==> src/rtl/scan_sel_gen_if.sv <==
// Scan control inputs and decoder-facing outputs of scan_sel_gen.
// The master side drives run/digit_mask; the slave side (the sequencer)
// drives the select pair, enable, current index and slot pulse.
interface scan_sel_gen_if;
  logic       run;
  logic [3:0] digit_mask;
  logic       w0;
  logic       w1;
  logic       en;
  logic [1:0] digit_idx;
  logic       slot_start;

  modport master (
    output run,
    output digit_mask,
    input  w0,
    input  w1,
    input  en,
    input  digit_idx,
    input  slot_start
  );

  modport slave (
    input  run,
    input  digit_mask,
    output w0,
    output w1,
    output en,
    output digit_idx,
    output slot_start
  );
endinterface

==> src/rtl/scan_sel_gen.sv <==
// Digit-scan sequencer feeding a 2-to-4 one-hot decoder.
// Each slot lasts DIV cycles: the first BLANK cycles keep the decoder
// disabled to avoid ghosting, then the enable is held for the rest of
// the slot. Masked digits are skipped when choosing the next slot.
module scan_sel_gen #(
  parameter int DIV_W = 16,
  parameter int DIV   = 50000,
  parameter int BLANK = 4
) (
  input logic          clk,
  input logic          rst,
  scan_sel_gen_if.slave bus
);

  localparam logic [1:0] ST_IDLE  = 2'd0;
  localparam logic [1:0] ST_BLANK = 2'd1;
  localparam logic [1:0] ST_ON    = 2'd2;

  // With no blanking a slot opens straight into the enabled phase.
  localparam logic       START_ON  = (BLANK == 0);
  localparam logic [1:0] ST_START  = START_ON ? ST_ON : ST_BLANK;

  localparam logic [DIV_W-1:0] CNT_LAST  = DIV_W'(DIV - 1);
  localparam logic [DIV_W-1:0] CNT_BLANK = DIV_W'(BLANK);

  logic [1:0]       state;
  logic [DIV_W-1:0] cnt;
  logic [1:0]       idx;
  logic             en_q;
  logic             start_q;
  logic             kill;

  logic [1:0]       first_idx;
  logic [1:0]       next_idx;
  logic [DIV_W-1:0] cnt_inc;
  logic             kill_nxt;
  logic             on_nxt;

  // Digit selection, counter increment and mid-slot enable decisions.
  always_comb begin
    first_idx = 2'd0;
    for (int i = 3; i >= 0; i--) begin
      if (bus.digit_mask[i]) first_idx = 2'(i);
    end

    // Search idx+1, idx+2, idx+3, idx; descending loop lets the nearest win.
    next_idx = idx;
    for (int d = 4; d >= 1; d--) begin
      if (bus.digit_mask[idx + 2'(d)]) next_idx = idx + 2'(d);
    end

    cnt_inc  = cnt + DIV_W'(1);
    // Once the shown digit is masked out, the enable stays off until slot end.
    kill_nxt = kill | ~bus.digit_mask[idx];
    on_nxt   = (state == ST_ON) || (cnt_inc == CNT_BLANK);
  end

  // Slot sequencing: start, blank-to-on, slot end, stop and mask handling.
  always_ff @(posedge clk or posedge rst) begin
    if (rst) begin
      state   <= ST_IDLE;
      cnt     <= '0;
      idx     <= 2'd0;
      en_q    <= 1'b0;
      start_q <= 1'b0;
      kill    <= 1'b0;
    end else begin
      start_q <= 1'b0;
      case (state)
        ST_IDLE: begin
          if (bus.run && (bus.digit_mask != 4'd0)) begin
            state   <= ST_START;
            cnt     <= '0;
            idx     <= first_idx;
            en_q    <= START_ON;
            start_q <= 1'b1;
            kill    <= 1'b0;
          end
        end
        ST_BLANK, ST_ON: begin
          if (!bus.run || ((cnt == CNT_LAST) && (bus.digit_mask == 4'd0))) begin
            state <= ST_IDLE;
            cnt   <= '0;
            idx   <= 2'd0;
            en_q  <= 1'b0;
            kill  <= 1'b0;
          end else if (cnt == CNT_LAST) begin
            state   <= ST_START;
            cnt     <= '0;
            idx     <= next_idx;
            en_q    <= START_ON;
            start_q <= 1'b1;
            kill    <= 1'b0;
          end else begin
            cnt  <= cnt_inc;
            kill <= kill_nxt;
            en_q <= on_nxt && !kill_nxt;
            if (on_nxt) state <= ST_ON;
          end
        end
        default: begin
          state <= ST_IDLE;
          cnt   <= '0;
          idx   <= 2'd0;
          en_q  <= 1'b0;
          kill  <= 1'b0;
        end
      endcase
    end
  end

  assign bus.w0         = idx[0];
  assign bus.w1         = idx[1];
  assign bus.digit_idx  = idx;
  assign bus.en         = en_q;
  assign bus.slot_start = start_q;

endmodule

==> src/flat_wrapper.sv <==
// flat-port wrapper written by rule: the top's interface ports become plain ports
module scan_sel_gen_flat 
#(
  parameter int DIV_W = 16,
  parameter int DIV   = 50000,
  parameter int BLANK = 4
)
  (clk, rst, bus_run, bus_digit_mask, bus_w0, bus_w1, bus_en, bus_digit_idx, bus_slot_start);
  scan_sel_gen_if bus_i ();
  input logic clk;
  input logic rst;
  input wire logic [$bits(bus_i.run)-1:0] bus_run;
  input wire logic [$bits(bus_i.digit_mask)-1:0] bus_digit_mask;
  output wire logic [$bits(bus_i.w0)-1:0] bus_w0;
  output wire logic [$bits(bus_i.w1)-1:0] bus_w1;
  output wire logic [$bits(bus_i.en)-1:0] bus_en;
  output wire logic [$bits(bus_i.digit_idx)-1:0] bus_digit_idx;
  output wire logic [$bits(bus_i.slot_start)-1:0] bus_slot_start;
  assign bus_i.run = bus_run;
  assign bus_i.digit_mask = bus_digit_mask;
  assign bus_w0 = bus_i.w0;
  assign bus_w1 = bus_i.w1;
  assign bus_en = bus_i.en;
  assign bus_digit_idx = bus_i.digit_idx;
  assign bus_slot_start = bus_i.slot_start;
  scan_sel_gen #(.DIV_W(DIV_W), .DIV(DIV), .BLANK(BLANK)) u_core (.clk(clk), .rst(rst), .bus(bus_i));
endmodule
==> config.mk <==
export PLATFORM = sky130hd
export DESIGN_NAME = scan_sel_gen_flat
export DESIGN_NICKNAME = d
export VERILOG_FILES = /design/src/rtl/scan_sel_gen_if.sv /design/src/rtl/scan_sel_gen.sv /design/src/flat_wrapper.sv
export SDC_FILE = /design/constraint.sdc
export NUM_CORES = 1
export LEC_CHECK = 0
export ABC_AREA = 0
export CORE_ASPECT_RATIO = 0.8
export CORE_UTILIZATION = 52
export DETAILED_ROUTE_END_ITERATION = 12
export GPL_TIMING_DRIVEN = 0
export PLACE_DENSITY = 0.75
export SLEW_MARGIN = 20
export SYNTH_ARGS = -nofsm -noshare
export SYNTH_HDL_FRONTEND = slang
export SYNTH_SLANG_ARGS = --single-unit
==> constraint.sdc <==
create_clock -name clk -period 2.2 [get_ports clk]
set_input_delay 0.33 -clock clk [delete_from_list [all_inputs] [get_ports clk]]
set_output_delay 0.33 -clock clk [all_outputs]
set_load 0.02 [all_outputs]
# [Word-level counts from Yosys, hierarchy flattened]
# Index checks and enable logic that the tools add are counted.
[classes] addsub=4 n_lt_le_gt_ge=4 eq_ne=8 muxes=39 bitwise_logic=2 reduce_logical=13
[op_table] operator="$mux 16" count=3
[op_table] operator="$pmux 16 s2" count=1
[op_table] operator="$mux 2" count=14
[op_table] operator="$add 16x1->16 const B" count=1
[op_table] operator="$eq 16x16->1 const B" count=1
[op_table] operator="$eq 16x3->1 const B" count=1
[op_table] operator="$lt 2x3->1 const B" count=4
[op_table] operator="$mux 1" count=12
[op_table] operator="$bmux 1 s2" count=4
[op_table] operator="$pmux 2 s2" count=2
[op_table] operator="$pmux 1 s2" count=3
[op_table] operator="$ne 5x1->1 const B" count=1
[op_table] operator="$add 2x2->2 const B" count=2
[op_table] operator="$logic_not 4->1" count=1
[op_table] operator="$ne 4x1->1 const B" count=1
[op_table] operator="$reduce_bool 4->1" count=1
[op_table] operator="$logic_and 1x1->1" count=3
[op_table] operator="$ne 3x1->1 const B" count=1
[op_table] operator="$reduce_and 3->1" count=1
[op_table] operator="$add 2x1->2 const B" count=1
[op_table] operator="$eq 2x1->1 const B" count=1
[op_table] operator="$eq 2x2->1 const B" count=1
[op_table] operator="$logic_not 1->1" count=2
[op_table] operator="$logic_not 2->1" count=1
[op_table] operator="other kinds (6)" count=7
[word_totals] reg_bits=23 in_bits=7 output_inout_bits=6 elab_cells=76

# [Logic depth before layout (Yosys ltp)]
# Gate-level depths: netlist of run 1.
[logic_depth] ltp_word=9 mapped_depth=8

# [Least setup slack after synthesis of run 1]
# OpenSTA, ideal clock, no wires.
[synth_timing] kind="register -> register" from="reg u_core.cnt[5]" to="reg u_core.idx[0], in the netlist u_core.bus.digit_idx[0]" setup_ps=128 arrival_time_ps=2109 required_ps=2072 path_slack_ps=-37 path_stages_with_launch=8 cell_sequence="dfrtp_1 -> buf_6 -> or4b_1 -> or4_4 -> nand3_2 -> buf_6 -> nand4_1 -> mux2_1"
[synth_between] elab_chain_cells=5 elab_cells_between_ends=8 classes_between="3 x eq/ne; 2 x mux; 3 x reduce/logical"
[synth_lines] item="start: declaration" line_no="scan_sel_gen.sv:27" text="logic [DIV_W-1:0] cnt;"
[synth_lines] item="start signal: assignment" line_no="scan_sel_gen.sv:95" text="cnt <= cnt_inc;"
[synth_lines] item="$eq 16x16->1 *" line_no="scan_sel_gen.sv:81, scan_sel_gen.sv:87"
[synth_lines] item="$logic_and 1x1->1" line_no="scan_sel_gen.sv:81" text="if (!bus.run || ((cnt == CNT_LAST) && (bus.digit_mask == 4'd0))) begin"
[synth_lines] item="$logic_or 1x1->1" line_no="scan_sel_gen.sv:81"
[synth_lines] item="$ne 5x1->1 (no source line) (tied with other cells)"
[synth_lines] item="$reduce_and 3->1 (no source line) / $pmux 2 s2 (equally long branches)"
[synth_lines] item="end signal: assignment" line_no="scan_sel_gen.sv:74" text="idx <= first_idx;"
[synth_lines] item="end signal: assignment" line_no="scan_sel_gen.sv:90" text="idx <= next_idx;"
[synth_lines] item="end: declaration" line_no="scan_sel_gen.sv:28" text="logic [1:0] idx;"
# Mark *: on every way between the ends. The rest lies on a longest branch, timed or not.
# A chain may end at the register's enable or synchronous reset.

# [Final worst setup path of run 1]
[layout_timing] from="reg u_core.cnt[11]" to="reg u_core.idx[0], in the netlist u_core.bus.digit_idx[0]"
# The elaborated chain is that of the path after synthesis.

==> results of run 1 <==
-- cell type report --
cell class              count  area, um2
plain buffers              13       93.8
clock buffers               4       45.0
fillers                   216        689
inverters                   5       18.8
multi-input cells         154       1110
flip-flops and latches     23        581
well taps                  38       47.5
repair buffers             28        265
-- path summary, 6_finish.rpt --
kind	from	end	slack, ns
min in group asynchronous	rst	u_core.state[0]$_DFFE_PP0P_	0.56
min	u_core.bus.en$_DFFE_PP0P_	u_core.bus.en$_DFFE_PP0P_	0.50
max in group asynchronous	rst	u_core.cnt[1]$_DFFE_PP0P_	1.00
min reg2reg	u_core.bus.en$_DFFE_PP0P_	u_core.bus.en$_DFFE_PP0P_	0.50
max	u_core.cnt[11]$_DFFE_PP0P_	u_core.bus.digit_idx[0]$_DFFE_PP0P_	-0.07
max reg2reg	u_core.cnt[11]$_DFFE_PP0P_	u_core.bus.digit_idx[0]$_DFFE_PP0P_	-0.07
-- stage by stage --
stage          TNS, ns  total power, W  cells  instance area (um2)
2_1_floorplan        0         0.00103    197                 1630
3_3_place_gp     -6.10         0.00123    245                 1770
3_5_place_dp     -7.19         0.00127    245                 1770
4_1_cts         -0.123         0.00165    260                 1980
5_1_grt          -1.15         0.00189    265                 2160
6_report        -0.145         0.00180    265                 2160
-- cells in the final DEF, fill, tap and decap left out, types with 3 or more instances in the layout --
cell type,instances
nor2_1,10
o21ai_1,8
inv_1,5
clkbuf_8,3
nor3_1,3
buf_4,19
and3_1,3
clkdlybuf4s50_1,10
clkbuf_1,6
nand4_1,3
or4_1,3
dfrtp_1,19
o31ai_1,9
nand2b_1,5
o41ai_1,3
a21oi_1,10
o21ai_0,10
dfrtp_2,4
ha_1,3
nor2b_1,3
a31oi_1,3
nand2_1,22
nand3_1,12
-- repair_timing --
item / 4_1_cts / 5_1_grt
endpoints found under the setup margin: 21 / 21
resized for setup: 20 / 33
buffers inserted: 12 / 5
gates cloned: 0 / 1
endpoints found under the hold margin: 0 / 0
pin swaps: 1 / 10
-- critical path: stages (launching register included) --
cell	delay, ns
dfrtp_1	0.47
or4b_1	0.54
or4_4	0.48
nand3_4	0.11
buf_6	0.13
nand4_1	0.13
mux2_4	0.32
-- routing by layer --
metal	routed length (um)	vias to the layer above	GRT usage [%]
li1	-	806	-
met1	2240	812	42.4
met5	0	-	0
met2	2380	86	49.3
met4	102	0	11.1
met3	391	12	7.24
-- power groups by stage --
stage	registers, W	clock network, W	logic [W]
after floorplan	0.000554	0	0.000478
after global placement	0.000530	0	0.000704
after detailed placement	0.000535	0	0.000736
after CTS	0.000521	0.000273	0.000853
after global routing	0.000532	0.000284	0.00107
final	0.000527	0.000271	0.00100
-- state kept, by name, summed over array words and instances, names as in the netlist --
register / flops
u_core.kill: 1
u_core.bus.en: 1
u_core.cnt: 16
u_core.bus.digit_idx: 2
u_core.state: 2
u_core.bus.slot_start: 1
-- logic make-up (layout without fill, tap and decap cells) --
family | after synthesis | count (layout) | share of synthesized area, %
simple gates | 86 | 86 | 28.9
compound gates | 59 | 59 | 23.1
flops | 23 | 23 | 35.6
buf+inv | 20 | 50 | 6.27
fa+ha+maj | 4 | 4 | 3.10
mux | 4 | 4 | 2.55
xor+xnor | 1 | 1 | 0.542
==> metrics.yaml, run 1 <==
run_status:
  outcome: "finished, violations left"
  failed_checks: "setup timing"
synthesis:
  yosys_warnings: 0
  synth_flop_cell: "dfrtp_1"
  seq_area_frac_synth_pct: 35.6
  synth_nets: 208
  yosysMostFrequentCell: "dfrtp_1"
  synth_common_cells: "23 x dfrtp_1, 22 x nand2_1, 20 x o21ai_0"
  ys_seq_elements: 23
  synth_top_area_cell: "dfrtp_1"
  synthCells: 197
  syn-cell-area_um2: 1620
  synth_edf_count: 0
  synthTopCellsByArea: "dfrtp_1 36%, o21ai_0 6.2%, nand2_1 5.1%, o31ai_1 4.2%, nand3_1 3.7%"
  avgSynthCellArea_um2: 8.21
  yosysTopAreaCellShare_pct: 35.6
  yosys.cell_types.count: 43
  async_flop_share_pct: 100
route:
  routed_wl_mm: 5.12
  drc: 0
  wl_per_cell_um: 19.3
  drt-initial-drc-count: 169
  first_pass_iters: 5
  postRouteAntennaNets: 0
  via_per_inst: 6.48
  vias: 1716
global_route:
  grtUsageTotal_pct: 31.4
  grt-ovfl-total: 0
  antenna_found_initial: 0
  first_global_vias: 1633
  grt_pass1_wl_mm: 7.79
  grt_max_degree: 24
sta:
  clock.fmax_mhz: 441
  post-route-min-period_ns: 2.27
  rsz0062_at_grt: "true"
  slew_headroom_pct: 39.0
  slew_viol_final: 0
  finalWorstSetupSlack_ns: -0.0682
  worst_clock_skew_ns: 0.00990
  finalSetupViolCount: 7
  hold_slack_ns: 0.498
  tightest_slew_ns: 0.915
  period_share_pct: 103
  finalHoldViolCount: 0
die:
  ios: 13
  die_w_um: 64.3
  die_h_um: 51.9
  rows: 17
  die_area_um2: 3340
  initial_utilization_pct: 56.7
  coreArea_um2: 2850
power:
  switching_power_w: 0.000737
  pwr-share-clk_pct: 15.0
  p_leak_nw: 0.874
  pwr-share-comb_pct: 55.7
  seqPwrFrac_pct: 29.2
  power.density_nw_per_um2: 834
  power.internal_w: 0.00107
  swShare_pct: 40.9
  ir_drop_uv: 496
hold_path:
  min_path_type: "reg -> reg"
  worstHoldPathCells: 2
clocking:
  clkSinkCount: 23
  clockRootBuffer: "clkbuf_8"
  worstSkewPairLatency_ns: 0.27
  clock_path_buffers: 2
  cts.htree.levels: 1
  numCtsBuffers: 3
  postCtsHoldBufs: 0
  path_clk_slew_ns: 0.09
  cts_tree: "yes"
cells_and_area:
  area_growth_pct: 33.7
  post-route-util_pct: 75.8
  diodes: 0
  nets: 239
  drive_above_1_share_pct: 25.6
setup_path:
  worstPathMaxFanout: 7
  cp.arrival_ns: 2.43
  crit_type: "reg -> reg"
  worstSetupEndpointType: "register"
  start_kind: "register"
  reg2reg_depth: 6
  crit_required_ns: 2.36
run:
  maxCapViolations: 0
place:
  dp_hpwl_mm: 3.18
  globalplace.congestion: 0.919
  place_ws_ns: -0.606
  port_buffers: 10
Power figures use the tool's default switching activity.
==> run 2: changes to the inputs <==
Settings changed: REMOVE_ABC_BUFFERS set to 1.
==> metrics.yaml, run 2 (synthesized netlist as in run 1, its figures left out) <==
power:
  p_leak_nw: 0.828  # was 0.874 nW
  ir_drop_uv: 697  # was 496 uV
  power.density_nw_per_um2: 796  # was 834 nW/um2
place:
  place_ws_ns: -0.482  # was -0.606 ns
  port_buffers: 12  # was 10
  place_area_um2: 1700  # was 1770 um2
  globalplace.congestion: 0.810  # was 0.919
  dp_hpwl_mm: 2.76  # was 3.18 mm
sta:
  clock.fmax_mhz: 441  # about the same
  finalSetupViolCount: 9  # was 7
  setup_tns_ns: -0.222  # was -0.145 ns
  post-route-min-period_ns: 2.27  # about the same
  slew_viol_final: 0  # unchanged
  finalWorstSetupSlack_ns: -0.0683  # was -0.0682 ns
  slew_headroom_pct: 38.4  # was 39.0%
  tightest_slew_ns: 0.923  # was 0.915 ns
  worst_clock_skew_ns: 0.0104  # was 0.00990 ns
  rsz0062_at_grt: "true"  # unchanged
  period_share_pct: 103  # about the same
  hold_slack_ns: 0.489  # was 0.498 ns
  finalHoldViolCount: 0  # unchanged
setup_path:
  r2r-end: "u_core.bus.digit_idx[0]$_DFFE_PP0P_"  # unchanged
  start_kind: "register"  # unchanged
  ff2ff_setup_slack_ns: -0.07  # about the same
  cp.arrival_ns: 2.42  # was 2.43 ns
  worstSetupEndpointType: "register"  # unchanged
  reg2reg_from: "u_core.cnt[11]$_DFFE_PP0P_"  # unchanged
  crit_required_ns: 2.35  # was 2.36 ns
  crit_type: "reg -> reg"  # unchanged
  worstPathMaxFanout: 4  # was 7
  reg2reg_depth: 5  # was 6
  crit_start: "u_core.cnt[11]$_DFFE_PP0P_"  # unchanged
  endpoint: "u_core.bus.digit_idx[0]$_DFFE_PP0P_"  # unchanged
clocking:
  clockRootBuffer: "clkbuf_8"  # unchanged
  cts_tree: "yes"  # unchanged
  path_clk_slew_ns: 0.09  # about the same
  clkSinkCount: 23  # unchanged
  clock_path_buffers: 2  # unchanged
  cts.htree.levels: 1  # unchanged
  worstSkewPairLatency_ns: 0.27  # about the same
  numCtsBuffers: 3  # unchanged
die:
  initial_utilization_pct: 56.7  # unchanged
  die_area_um2: 3340  # unchanged
  ios: 13  # unchanged
  die_h_um: 51.9  # unchanged
  rows: 17  # unchanged
  coreArea_um2: 2850  # unchanged
  die_w_um: 64.3  # unchanged
cells_and_area:
  largest-register: "u_core.cnt"  # unchanged
  area_growth_pct: 27.9  # was 33.7%
  largest_reg_flops: 16  # unchanged
  final_cell_mix: "21 x nand2_1, 19 x buf_4, 16 x dfrtp_1"  # was 22 x nand2_1, 19 x buf_4, 19 x dfrtp_1
  diodes: 0  # unchanged
  postLayoutCellArea_um2: 2070  # was 2160 um2
  mostFrequentLayoutCell: "nand2_1"  # unchanged
  nets: 231  # was 239
  drive_above_1_share_pct: 25.1  # was 25.6%
run_status:
  failed_checks: "setup timing"  # unchanged
  outcome: "finished, violations left"  # unchanged
run:
  maxCapViolations: 0  # unchanged
hold_path:
  min_path_type: "reg -> reg"  # unchanged
  worstHoldPathCells: 1  # was 2
global_route:
  grt_max_degree: 24  # unchanged
  grt_pass1_wl_mm: 7.60  # was 7.79 mm
  first_global_vias: 1507  # was 1633
  antenna_found_initial: 0  # unchanged
  grtUsageTotal_pct: 30.4  # was 31.4%
  grt-ovfl-total: 0  # unchanged
route:
  wl_per_cell_um: 18.8  # was 19.3 um
  drt-initial-drc-count: 153  # was 169
  routed_wl_mm: 4.84  # was 5.12 mm
  postRouteAntennaNets: 0  # unchanged
  drc: 0  # unchanged
  first_pass_iters: 5  # unchanged
  vias: 1713  # was 1716
  via_per_inst: 6.67  # was 6.48
## run 2: changes by cell type in the layout (fill, tap and decap cells not counted), sizes merged
cell / before / now
buf: 23 / 20
clkbuf: 12 / 4
clkdlybuf4s50: 10 / 12
nand3: 13 / 14
## run 2: critical path: stages, from the launching register on
cell and delay [ns]:
dfrtp_1 0.42, or4b_4 0.55, or4_4 0.57, nand3_4 0.16, nand4_1 0.13, mux2_4 0.32
## run 2: stage by stage
stage	power, W	util [%]	instances
floorplan	0.000958	-	182
global placement	0.00115	59.7	232
detailed placement	0.00118	59.7	232
CTS	0.00156	68.3	253
global route	0.00173	72.5	257
finish	0.00165	72.5	257
## run 2: power by group
group          leakage [nW]  internal [W]  switching, W  total [W]
Combinational         0.504      0.000352      0.000461   0.000813
Sequential            0.301      0.000475     0.0000858   0.000561
Clock                0.0228      0.000130      0.000141   0.000271
## run 2: repair_timing
item,4_1_cts,5_1_grt
setup endpoints to repair,20,18
hold buffers,0,0
resized for setup,20,28
pin swaps,3,10
buffers inserted,16,4
cloned,1,0
## run 2: how the worst min path moves through the flow
stage	from	end	slack [ns]
after floorplan	rst	u_core.bus.digit_idx[0]$_DFFE_PP0P_	0.33
after global placement	u_core.kill$_DFFE_PP0P_	u_core.bus.en$_DFFE_PP0P_	0.46
after detailed placement	u_core.kill$_DFFE_PP0P_	u_core.bus.en$_DFFE_PP0P_	0.46
after CTS	u_core.kill$_DFFE_PP0P_	u_core.bus.en$_DFFE_PP0P_	0.48
after global routing	u_core.kill$_DFFE_PP0P_	u_core.bus.en$_DFFE_PP0P_	0.51
final	u_core.kill$_DFFE_PP0P_	u_core.bus.en$_DFFE_PP0P_	0.49
## run 2: metal layers
metal | up-vias | track usage [%] | wire (um)
li1 | 793 | - | -
met1 | 821 | 43.6 | 2050
met2 | 89 | 46.3 | 2330
met3 | 10 | 5.92 | 407
met4 | 0 | 9.26 | 47
met5 | - | 0 | 0
## run 2: area by class of cell
class / count / area, um2
Sequential cell: 23 / 584
Clock buffer: 4 / 45.0
Tap cell: 38 / 47.5
Inverter: 5 / 18.8
Fill cell: 212 / 783
Multi-Input combinational cell: 155 / 1100
Timing Repair Buffer: 32 / 274
==> run 3: changes to the inputs <==
Clock period 2.2 ns to 2 ns, I/O delays scaled along.
==> metrics.yaml, run 3 (synthesized netlist as in run 1, its figures left out) <==
power:
  ir_drop_uv: 746  # was 697 uV
  p_leak_nw: 0.890  # was 0.828 nW
  power.density_nw_per_um2: 868  # was 796 nW/um2
clocking:
  clockRootBuffer: "clkbuf_8"  # unchanged
  numCtsBuffers: 3  # unchanged
  cts_tree: "yes"  # unchanged
  worstSkewPairLatency_ns: 0.28  # was 0.27 ns
  path_clk_slew_ns: 0.09  # about the same
  postCtsHoldBufs: 0  # unchanged
  clkSinkCount: 23  # unchanged
  cts.htree.levels: 1  # unchanged
  clock_path_buffers: 2  # unchanged
sta:
  tightest_slew_ns: 0.933  # was 0.923 ns
  rsz0062_at_grt: "true"  # unchanged
  slew_viol_final: 0  # unchanged
  finalSetupViolCount: 22  # was 9
  clock.fmax_mhz: 439  # was 441 MHz
  finalWorstSetupSlack_ns: -0.276  # was -0.0683 ns
  slew_headroom_pct: 37.8  # was 38.4%
  finalHoldViolCount: 0  # unchanged
  period_share_pct: 114  # was 103%
  post-route-min-period_ns: 2.28  # was 2.27 ns
  worst_clock_skew_ns: 0.0122  # was 0.0104 ns
  setup_tns_ns: -4.58  # was -0.222 ns
route:
  drc: 0  # unchanged
  wl_per_cell_um: 20.9  # was 18.8 um
  postRouteAntennaNets: 0  # unchanged
  routed_wl_mm: 5.65  # was 4.84 mm
  via_per_inst: 6.89  # was 6.67
  vias: 1860  # was 1713
  first_pass_iters: 5  # unchanged
  drt-initial-drc-count: 225  # was 153
cells_and_area:
  final_cells: 270  # was 257
  largest_reg_flops: 16  # unchanged
  diodes: 0  # unchanged
  drive_above_1_share_pct: 30.6  # was 25.1%
  nets: 244  # was 231
  largest-register: "u_core.cnt"  # unchanged
  area_growth_pct: 37.6  # was 27.9%
  post-route-util_pct: 78.1  # was 72.5%
  mostFrequentLayoutCell: "buf_4"  # was nand2_1
  final_cell_mix: "28 x buf_4, 22 x nand2_1, 16 x dfrtp_1"  # was 21 x nand2_1, 19 x buf_4, 16 x dfrtp_1
run_status:
  outcome: "finished, violations left"  # unchanged
  failed_checks: "setup timing"  # unchanged
die:
  initial_utilization_pct: 56.7  # unchanged
  die_w_um: 64.3  # unchanged
  coreArea_um2: 2850  # unchanged
  ios: 13  # unchanged
  rows: 17  # unchanged
  die_h_um: 51.9  # unchanged
  die_area_um2: 3340  # unchanged
setup_path:
  start_kind: "register"  # unchanged
  cp.arrival_ns: 2.43  # was 2.42 ns
  crit_required_ns: 2.16  # was 2.35 ns
  crit_slowest_cell: "or4b_4"  # was or4_4
  crit_chain: "or4b_4 > or4_4 > a31oi_4 > o31ai_2 > mux2_4"  # was or4b_4 > or4_4 > nand3_4 > nand4_1 > mux2_4
  worst_path_largest_cell_delay_ns: 0.56  # was 0.57 ns
  worstPathMaxFanout: 5  # was 4
  worstSetupEndpointType: "register"  # unchanged
  crit_type: "reg -> reg"  # unchanged
place:
  dp_hpwl_mm: 2.76  # unchanged
  place_inst: 232  # unchanged
  port_buffers: 12  # unchanged
  globalplace.congestion: 0.810  # unchanged
  place_ws_ns: -0.682  # was -0.482 ns
global_route:
  use_met2_pct: 48.2  # was 46.3%
  first_global_vias: 1509  # was 1507
  grt-ovfl-total: 0  # unchanged
  grt_max_degree: 24  # unchanged
  grt_use_met1_pct: 42.5  # was 43.6%
  grt_pass1_wl_mm: 7.68  # was 7.60 mm
  grt_busiest_layer: "met2"  # unchanged
  antenna_found_initial: 0  # unchanged
  met3_usage_pct: 5.92  # unchanged
  grtUsageTotal_pct: 30.7  # was 30.4%
hold_path:
  min_path_type: "reg -> reg"  # unchanged
run:
  maxCapViolations: 0  # unchanged
[run 3: repair_timing]
item,4_1_cts,5_1_grt
setup endpoints to repair,22,22
pin swaps,6,13
resized for setup,31,31
buffers inserted,16,16
gates cloned,1,1
[run 3: area by class of cell]
| cell class | count | area, um2 |
|---|---|---|
| Inverter | 5 | 18.8 |
| Timing Repair Buffer | 44 | 379 |
| Sequential cell | 23 | 584 |
| Clock buffer | 4 | 45.0 |
| Tap cell | 38 | 47.5 |
| Fill cell | 175 | 626 |
| Multi-Input combinational cell | 156 | 1150 |
[run 3: report_power, final]
part	internal (W)	switching, W	total [W]
clock network	0.000143	0.000163	0.000306
registers	0.000523	0.000103	0.000625
logic	0.000441	0.000559	0.00100
total	0.00111	0.000825	0.00193
[run 3: critical path, delay by kind of cell, from the launching register on]
kind	cells	cell delay [ns]
muxes	1	0.28
DFF	1	0.42
and+or+nand+nor	2	1.12
AOI/OAI and AO/OA	2	0.34
[run 3: per-layer routing]
metal  share of wire [%]  vias up  wire, um
met4                 3.9        0       219
li1                    -      811         -
met1                  41      889      2300
met3                 9.3       26       526
met5                   0        -         0
met2                  46      134      2590
[run 3: metrics by stage]
stage,hold slack [ns],power (W),cell area [um2]
CTS,0.478,0.00173,1980
detailed placement,0.463,0.00129,1700
global route,0.504,0.00201,2220
finish,0.488,0.00193,2220
floorplan,0.302,0.00105,1530
global placement,0.458,0.00126,1700
[run 3: worst paths after layout]
path / start / endpoint / slack, ns / cells after the start
setup / recovery: u_core.cnt[11]$_DFFE_PP0P_ / u_core.bus.digit_idx[0]$_DFFE_PP0P_ / -0.28 / 5
hold / removal: u_core.kill$_DFFE_PP0P_ / u_core.bus.en$_DFFE_PP0P_ / 0.49 / 1
setup reg to reg: u_core.cnt[11]$_DFFE_PP0P_ / u_core.bus.digit_idx[0]$_DFFE_PP0P_ / -0.28 / 5
hold reg to reg: u_core.kill$_DFFE_PP0P_ / u_core.bus.en$_DFFE_PP0P_ / 0.49 / 1
max in group asynchronous: rst / u_core.cnt[3]$_DFFE_PP0P_ / 0.84 / 2
min in group asynchronous: rst / u_core.state[1]$_DFFE_PP0P_ / 0.52 / 2
